===== src/rtl/dmem_mmio_responder.sv =====
// MMIO responder for the CPU data-memory bus: cycle counter, scratch register
// and a write-only result FIFO drained through a valid/ready stream port.
module dmem_mmio_responder #(
  parameter int         DEPTH   = 8,
  parameter logic [1:0] BASE_HI = 2'b11
) (
  input  logic        CLK,
  input  logic        RSTn,
  input  logic        MemRead,
  input  logic        MemWrite,
  input  logic [9:0]  address,
  input  logic [31:0] write_data,
  output logic [31:0] read_data,
  output logic        mmio_hit,
  output logic        out_valid,
  output logic [31:0] out_data,
  input  logic        out_ready
);

  localparam int PTR_W = $clog2(DEPTH);
  localparam int CNT_W = PTR_W + 1;

  localparam logic [7:0] OFF_CYCLE   = 8'h00;
  localparam logic [7:0] OFF_FIFO    = 8'h04;
  localparam logic [7:0] OFF_STATUS  = 8'h08;
  localparam logic [7:0] OFF_STS_CLR = 8'h0C;
  localparam logic [7:0] OFF_SCRATCH = 8'h10;

  logic [31:0]      cycle_q;
  logic [31:0]      scratch_q;
  logic [31:0]      fifo_mem [DEPTH];
  logic [PTR_W-1:0] wr_ptr;
  logic [PTR_W-1:0] rd_ptr;
  logic [CNT_W-1:0] count_q;
  logic             ovf_q;

  logic [7:0]  offset;
  logic        wr_hit;
  logic        empty;
  logic        full;
  logic        pop;
  logic        push_req;
  logic        push_ok;
  logic        ovf_set;
  logic        ovf_clr;
  logic        scratch_we;
  logic [31:0] status;
  logic        unused_addr_lsb;

  // Word access only: the byte-lane bits take no part in decode.
  assign offset          = {address[7:2], 2'b00};
  assign unused_addr_lsb = ^address[1:0];
  assign mmio_hit        = (address[9:8] == BASE_HI);
  assign wr_hit          = MemWrite & mmio_hit;

  assign empty     = (count_q == '0);
  assign full      = (count_q == CNT_W'(DEPTH));
  assign out_valid = !empty;
  assign out_data  = empty ? 32'd0 : fifo_mem[rd_ptr];
  assign pop       = out_valid & out_ready;

  // A push into a full FIFO is still accepted when the head leaves this cycle.
  assign push_req   = wr_hit && (offset == OFF_FIFO);
  assign push_ok    = push_req && (!full || pop);
  assign ovf_set    = push_req && full && !pop;
  assign ovf_clr    = wr_hit && (offset == OFF_STS_CLR) && write_data[2];
  assign scratch_we = wr_hit && (offset == OFF_SCRATCH);

  always_comb begin
    status             = '0;
    status[0]          = empty;
    status[1]          = full;
    status[2]          = ovf_q;
    status[8 +: CNT_W] = count_q;
  end

  always_comb begin
    read_data = '0;
    if (MemRead && mmio_hit) begin
      case (offset)
        OFF_CYCLE:   read_data = cycle_q;
        OFF_STATUS:  read_data = status;
        OFF_SCRATCH: read_data = scratch_q;
        default:     read_data = '0;
      endcase
    end
  end

  always_ff @(posedge CLK) begin
    if (push_ok) begin
      fifo_mem[wr_ptr] <= write_data;
    end
  end

  always_ff @(posedge CLK) begin
    if (!RSTn) begin
      cycle_q   <= '0;
      scratch_q <= '0;
      wr_ptr    <= '0;
      rd_ptr    <= '0;
      count_q   <= '0;
      ovf_q     <= 1'b0;
    end else begin
      cycle_q <= cycle_q + 32'd1;
      if (scratch_we) scratch_q <= write_data;
      if (push_ok)    wr_ptr    <= wr_ptr + 1'b1;
      if (pop)        rd_ptr    <= rd_ptr + 1'b1;
      case ({push_ok, pop})
        2'b10:   count_q <= count_q + 1'b1;
        2'b01:   count_q <= count_q - 1'b1;
        default: count_q <= count_q;
      endcase
      // A new overflow takes priority over a clear in the same cycle.
      if (ovf_set)      ovf_q <= 1'b1;
      else if (ovf_clr) ovf_q <= 1'b0;
    end
  end

endmodule

===== config.mk =====
export PLATFORM = sky130hd
export DESIGN_NAME = dmem_mmio_responder
export DESIGN_NICKNAME = d
export VERILOG_FILES = /design/src/rtl/dmem_mmio_responder.sv
export SDC_FILE = /design/constraint.sdc
export NUM_CORES = 1
export LEC_CHECK = 0
export ABC_AREA = 0
export CORE_UTILIZATION = 45
export DETAILED_ROUTE_END_ITERATION = 16
export GPL_ROUTABILITY_DRIVEN = 0
export PLACE_DENSITY = 0.62
export RECOVER_POWER = 100
export SLEW_MARGIN = 20
export SYNTH_ARGS = -nofsm -noshare
export SYNTH_HDL_FRONTEND = slang
export SYNTH_SLANG_ARGS = --single-unit

===== constraint.sdc =====
create_clock -name CLK -period 14.85 [get_ports CLK]
set_input_delay 2.97 -clock CLK [delete_from_list [all_inputs] [get_ports CLK]]
set_output_delay 2.97 -clock CLK [all_outputs]
set_load 0.005 [all_outputs]

# Word level (Yosys, flattened, before mapping)
# Memory sizes are Yosys's and may differ from the RTL's. A register that Yosys moved wholly into a read port is not among the register bits.
# Cells that the tools add are included.
# op_classes
n_reduce_logical,16
bitwise_logic,2
mux,10
eq_ne,8
addsub,5
# op_table
op,n
one-hot mux 32 bit (3 select lines),1
2-to-1 mux 32 bit,2
"adder 32 x 1 -> 32 bit, second input constant",1
"== test 6 x 2 -> 1 bit, second input constant",2
logical AND 1 bit,8
zero test 8 bit,1
one-hot mux 4 bit (2 select lines),1
"adder 3 x 1 -> 3 bit, second input constant",2
"== test 6 x 1 -> 1 bit, second input constant",1
"== test 6 x 3 -> 1 bit, second input constant",1
2-to-1 mux 3 bit,2
"adder 4 x 1 -> 4 bit, second input constant",1
"== test 2 bit, second input constant",2
"== test 4 bit, second input constant",1
zero test 4 bit,1
2-to-1 mux 1 bit,4
nonzero test 2 bit,2
"subtractor 4 x 1 -> 4 bit, second input constant",1
zero test 1 bit,3
AND 1 bit,2
"== test 2 x 1 -> 1 bit, second input constant",1
logical OR 1 bit,1
# totals
ramBits,256
reg_bits,75
n_memories,1
wordCells,48
in_bits,47
output_inout_bits,66
# mem_list
name,words,width,read_ports,rd_clocked_by_memory_dff,write_ports,line_no,text
fifo_mem,8,32,1,1,1,31,logic [31:0] fifo_mem [DEPTH];

# Longest topological paths before layout
# logic_depth
ltp_word,7
ltp_mapped,13
ltp_nobuf,12

# Worst setup path after synthesis
# Ideal clock, no wire load.
# synth_timing
path_type,input-to-reg
from,in address[5]
to,mem fifo_mem[0][0] (enable)
t_required_ns,14.348
n_path_buf,1
setup_ns,0.502
path_stages,5
t_arrival_ns,7.213
slack_ns,7.135
cell_sequence,or3_1 buf_2 nor4_4 nand2_1 nor4_1
# synth_between
elab_chain_len,5
# synth_rtl
element,line_no,text
from (decl),11,"input logic [9:0] address,"
== test 6 x 1 -> 1 bit,63,assign push_req = wr_hit && (offset == OFF_FIFO);
logical AND 1 bit,63,
logical AND 1 bit,64,assign push_ok = push_req && (!full || pop);
2-to-1 mux 1 bit,90,if (push_ok) begin
2-to-1 mux 1 bit (not written as such),91,fifo_mem[wr_ptr] <= write_data;
to (decl),31,
# No other way between the ends.

# Final worst setup path
# layout_timing
from,in address[5]
to,out read_data[2]
# layout_between
elab_chain_len,3
elab_cells_between_ends,5
classes_between,2 x eq/ne; 2 x mux; 1 x reduce/logical
# layout_rtl
element,line_no,text
"== test 6 x 3 -> 1 bit, or another cell as far along",80,case (offset)
one-hot mux 32 bit (3 select lines) *,80,
2-to-1 mux 32 bit *,79,if (MemRead && mmio_hit) begin
to (decl),13,"output logic [31:0] read_data,"
# Mark *: on every way between the ends. The rest lies on a longest branch, timed or not.

==> reports/qor.csv <==
stage;metric;value;unit
placement;Final HPWL DP;17.9;mm
logic_synthesis;Seq cells post-synth;334;
detailed_routing;DRT iter0 DRCs;731;
power;Clock Power Share;35.3;%
logic_synthesis;Synth area leader;edfxtp_1;
logic_synthesis;Post-synth top flop;edfxtp_1;
timing;relative slew slack;-99.5;%
cells_and_area;share of layout cells above drive strength 1;12.9;%
placement;Placed Cells incl. Taps;1365;
timing;Max Slew Vio Count;377;
clock_network;post-CTS setup buffers;0;
grt;largest net degree at the start of global routing;82;
timing;final critical-path share of the clock period;66.2;%
worst_setup_path;slowest stage delay, CP;1.24;ns
die;die area;31100;um2
clock_network;clock sink count;334;
clock_network;CTS hold repair buffers;0;
worst_setup_path;most frequent CP cell;dlygate4sd3_1;
die;Chip Width;176;um
detailed_routing;WL/cell;20.6;um
grt;global-route wire length before repair;44.9;mm
detailed_routing;total routed wirelength;29.4;mm
power;Switching Share;24.2;%
clock_network;cts bufs inserted;34;
timing;PnR worst setup slack;5.02;ns
die;Initial Util;45.9;%
timing;TNS Setup;0;ns
detailed_routing;vias per cell;5.38;
grt;vias in the first global route;7546;
worst_setup_path;critical path's slowest cell;clkbuf_1;
power;Switch Pwr;553;uW
power;pwr/cell area;141;nW/um2
detailed_routing;Detail Route Antenna Nets;0;
power;total power;2.29;mW
worst_setup_path;Startpoint Class;primary input;
power;VDD IR-drop max;0.0613;mV
logic_synthesis;Cell variety after synth;48;
logic_synthesis;FFs w/ async S/R, synth;0;%
logic_synthesis;synthesized net count;950;
die;Rows;63;
clock_network;CTS tree;built;
clock_network;root buffer cell;clkbuf_16;
placement;dpl ws;5.51;ns
logic_synthesis;synthesized area;13700;um2
logic_synthesis;Synth top area share;56.2;%
detailed_routing;Remaining DRCs;0;
clock_network;H-tree depth;2;
timing;Max Freq;102;MHz
worst_setup_path;CP endpoint kind;primary output;
worst_setup_path;CP Max Fanout;34;
power;Logic pwr share;19.0;%
detailed_routing;DR vias;7674;
clock_network;clk_lat worst skew;0.50;ns
logic_synthesis;post-synthesis instance total;897;
clock_network;# resized after CTS;0;
timing;Setup Skew;0.0126;ns
power;Lkg Pwr;5.23;nW
flow_run;max-cap viol count;14;
logic_synthesis;yosys warns;0;
cells_and_area;layout net count;1065;
outcome;status;complete, but fails checks;
power;Internal;1.74;mW
clock_network;clock slew at reported path FFs;0.06;ns
grt;global route overflow;0;
worst_setup_path;crit-path cells;dlygate4sd3_1, or3_1, nor4b_1, clkbuf_1, a22oi_1, nor2_1, dlygate4sd3_1;
timing;Final min period;9.83;ns
timing;RSZ-0062 raised after global routing;false;
cells_and_area;Ant. Diodes;0;
die;Chip Height;176;um
logic_synthesis;Area contributors post-synth;edfxtp_1, dfxtp_1, mux4_2, mux2i_1, nand2_1;
clock_network;Max clock buf depth;3;
placement;port buffer count;110;
cells_and_area;non-filler cells, final;1426;
logic_synthesis;synthesized area per cell;15.3;um2
die;# IOs;113;
grt;Total GRT Usage;19.2;%
die;core region area;29800;um2
hold_path;Worst Hold Class;register to register;
cells_and_area;Synth-to-Final Area Change;18.4;%
detailed_routing;drt pass-1 iters;4;
logic_synthesis;Post-synth EDFFs;256;
cells_and_area;filler cell count;2455;
logic_synthesis;register area share after synthesis;67.6;%
power;Flop pwr share;45.7;%
timing;worst-margin pin slew;2.99;ns
worst_setup_path;Worst EP arrival;6.86;ns
timing;final setup vio count;0;
grt;initial antenna violation count;0;
worst_setup_path;WS Path Type;primary input to primary output;
timing;Final Hold Slack;0.458;ns
outcome;failing checks;max-capacitance violations, max-slew violations;
timing;final hold vios;0;
worst_setup_path;data required time at the worst endpoint;11.88;ns
## metal layers
layer | GRT usage [%] | wire (um) | vias to the layer above
met5 | 0 | 0 | -
met4 | 4.13 | 384 | 0
met3 | 2.63 | 1200 | 29
met2 | 29.5 | 13300 | 164
met1 | 29.2 | 14400 | 3870
li1 | - | - | 3611
## cell type report
| class | instances | area, um2 | area share, % |
|---|---|---|---|
| Sequential cell | 334 | 9250 | 57.1 |
| Multi-Input combinational cell | 501 | 4160 | 25.6 |
| Clock inverter | 12 | 78.8 | 0.486 |
| Timing Repair Buffer | 131 | 1220 | 7.53 |
| Clock buffer | 48 | 977 | 6.03 |
| Tap cell | 390 | 488 | 3.01 |
| Inverter | 10 | 37.5 | 0.232 |
## power by group through the flow
stage | logic, mW | registers [mW] | clock network, mW
finish | 0.435 | 1.05 | 0.809
global placement | 0.443 | 1.07 | 0
global route | 0.481 | 1.05 | 0.860
floorplan | 0.277 | 1.04 | 0
detailed placement | 0.447 | 1.07 | 0
CTS | 0.448 | 1.05 | 0.823
## worst max-delay path: cells and delay by family
| family | cells | cell delay [ns] |
|---|---|---|
| AO/OA/AOI/OAI | 1 | 0.26 |
| buffers and inverters | 3 | 2.37 |
| AND/OR/NAND/NOR | 3 | 1.25 |
## cell usage after synthesis (all sizes together) (5+ instances only)
library cell  number
a21boi            35
o21ai              6
edfxtp           256
a22oi             31
ha                 5
mux2i             38
nor2              70
and2              34
nand3             20
nand2b             8
inv               10
dfxtp             78
nand4              7
clkbuf            30
nand2             94
nor3              12
nor4              11
xnor2             19
xor2              12
mux4              64
buf               22
## state kept, by name (all words and copies together), names as in the netlist, named ones only
register / flops
wr_ptr: 3
cycle_q: 32
rd_ptr: 3
scratch_q: 32
fifo_mem: 256
count_q: 4
ovf_q: 1
## layout by cell type, fill, tap and decap left out, types with 19 or more instances in the layout
master,netlist,routed
dlygate4sd3_1,0,95
mux2i_1,37,37
edfxtp_1,256,256
clkbuf_16,0,37
nand3_1,20,20
xnor2_1,19,19
a22oi_1,31,31
nand2_1,94,94
a21boi_0,5,31
nor2_1,69,70
clkbuf_1,30,24
mux4_2,64,64
dfxtp_1,78,76
## metrics by stage
step / area (um2) / util (%)
finish: 16200 / 54.4
global route: 16200 / 54.4
CTS: 16300 / 54.8
detailed placement: 15300 / 51.2
global placement: 15300 / 51.2
floorplan: 13700 / -
## cells by family after synthesis
group                    synth area share, %
flip-flops                              67.6
AND/OR/NAND/NOR                         9.93
multiplexers                            13.6
AO/OA/AOI/OAI                           4.43
buffers and inverters                   1.91
XOR/XNOR                                1.98
adder cells (fa/ha/maj)                0.603
## path summary, 6_finish.rpt
path	start	end	cells past startpoint	slack (ns)
max	address[5]	read_data[2]	7	5.02
min	scratch_q[13]	scratch_q[13]	2	0.46
max reg2reg	count_q[1]	fifo_mem[4][15]	5	10.76
min reg2reg	scratch_q[13]	scratch_q[13]	2	0.46
No activity file was read; power rests on OpenSTA's default activity.
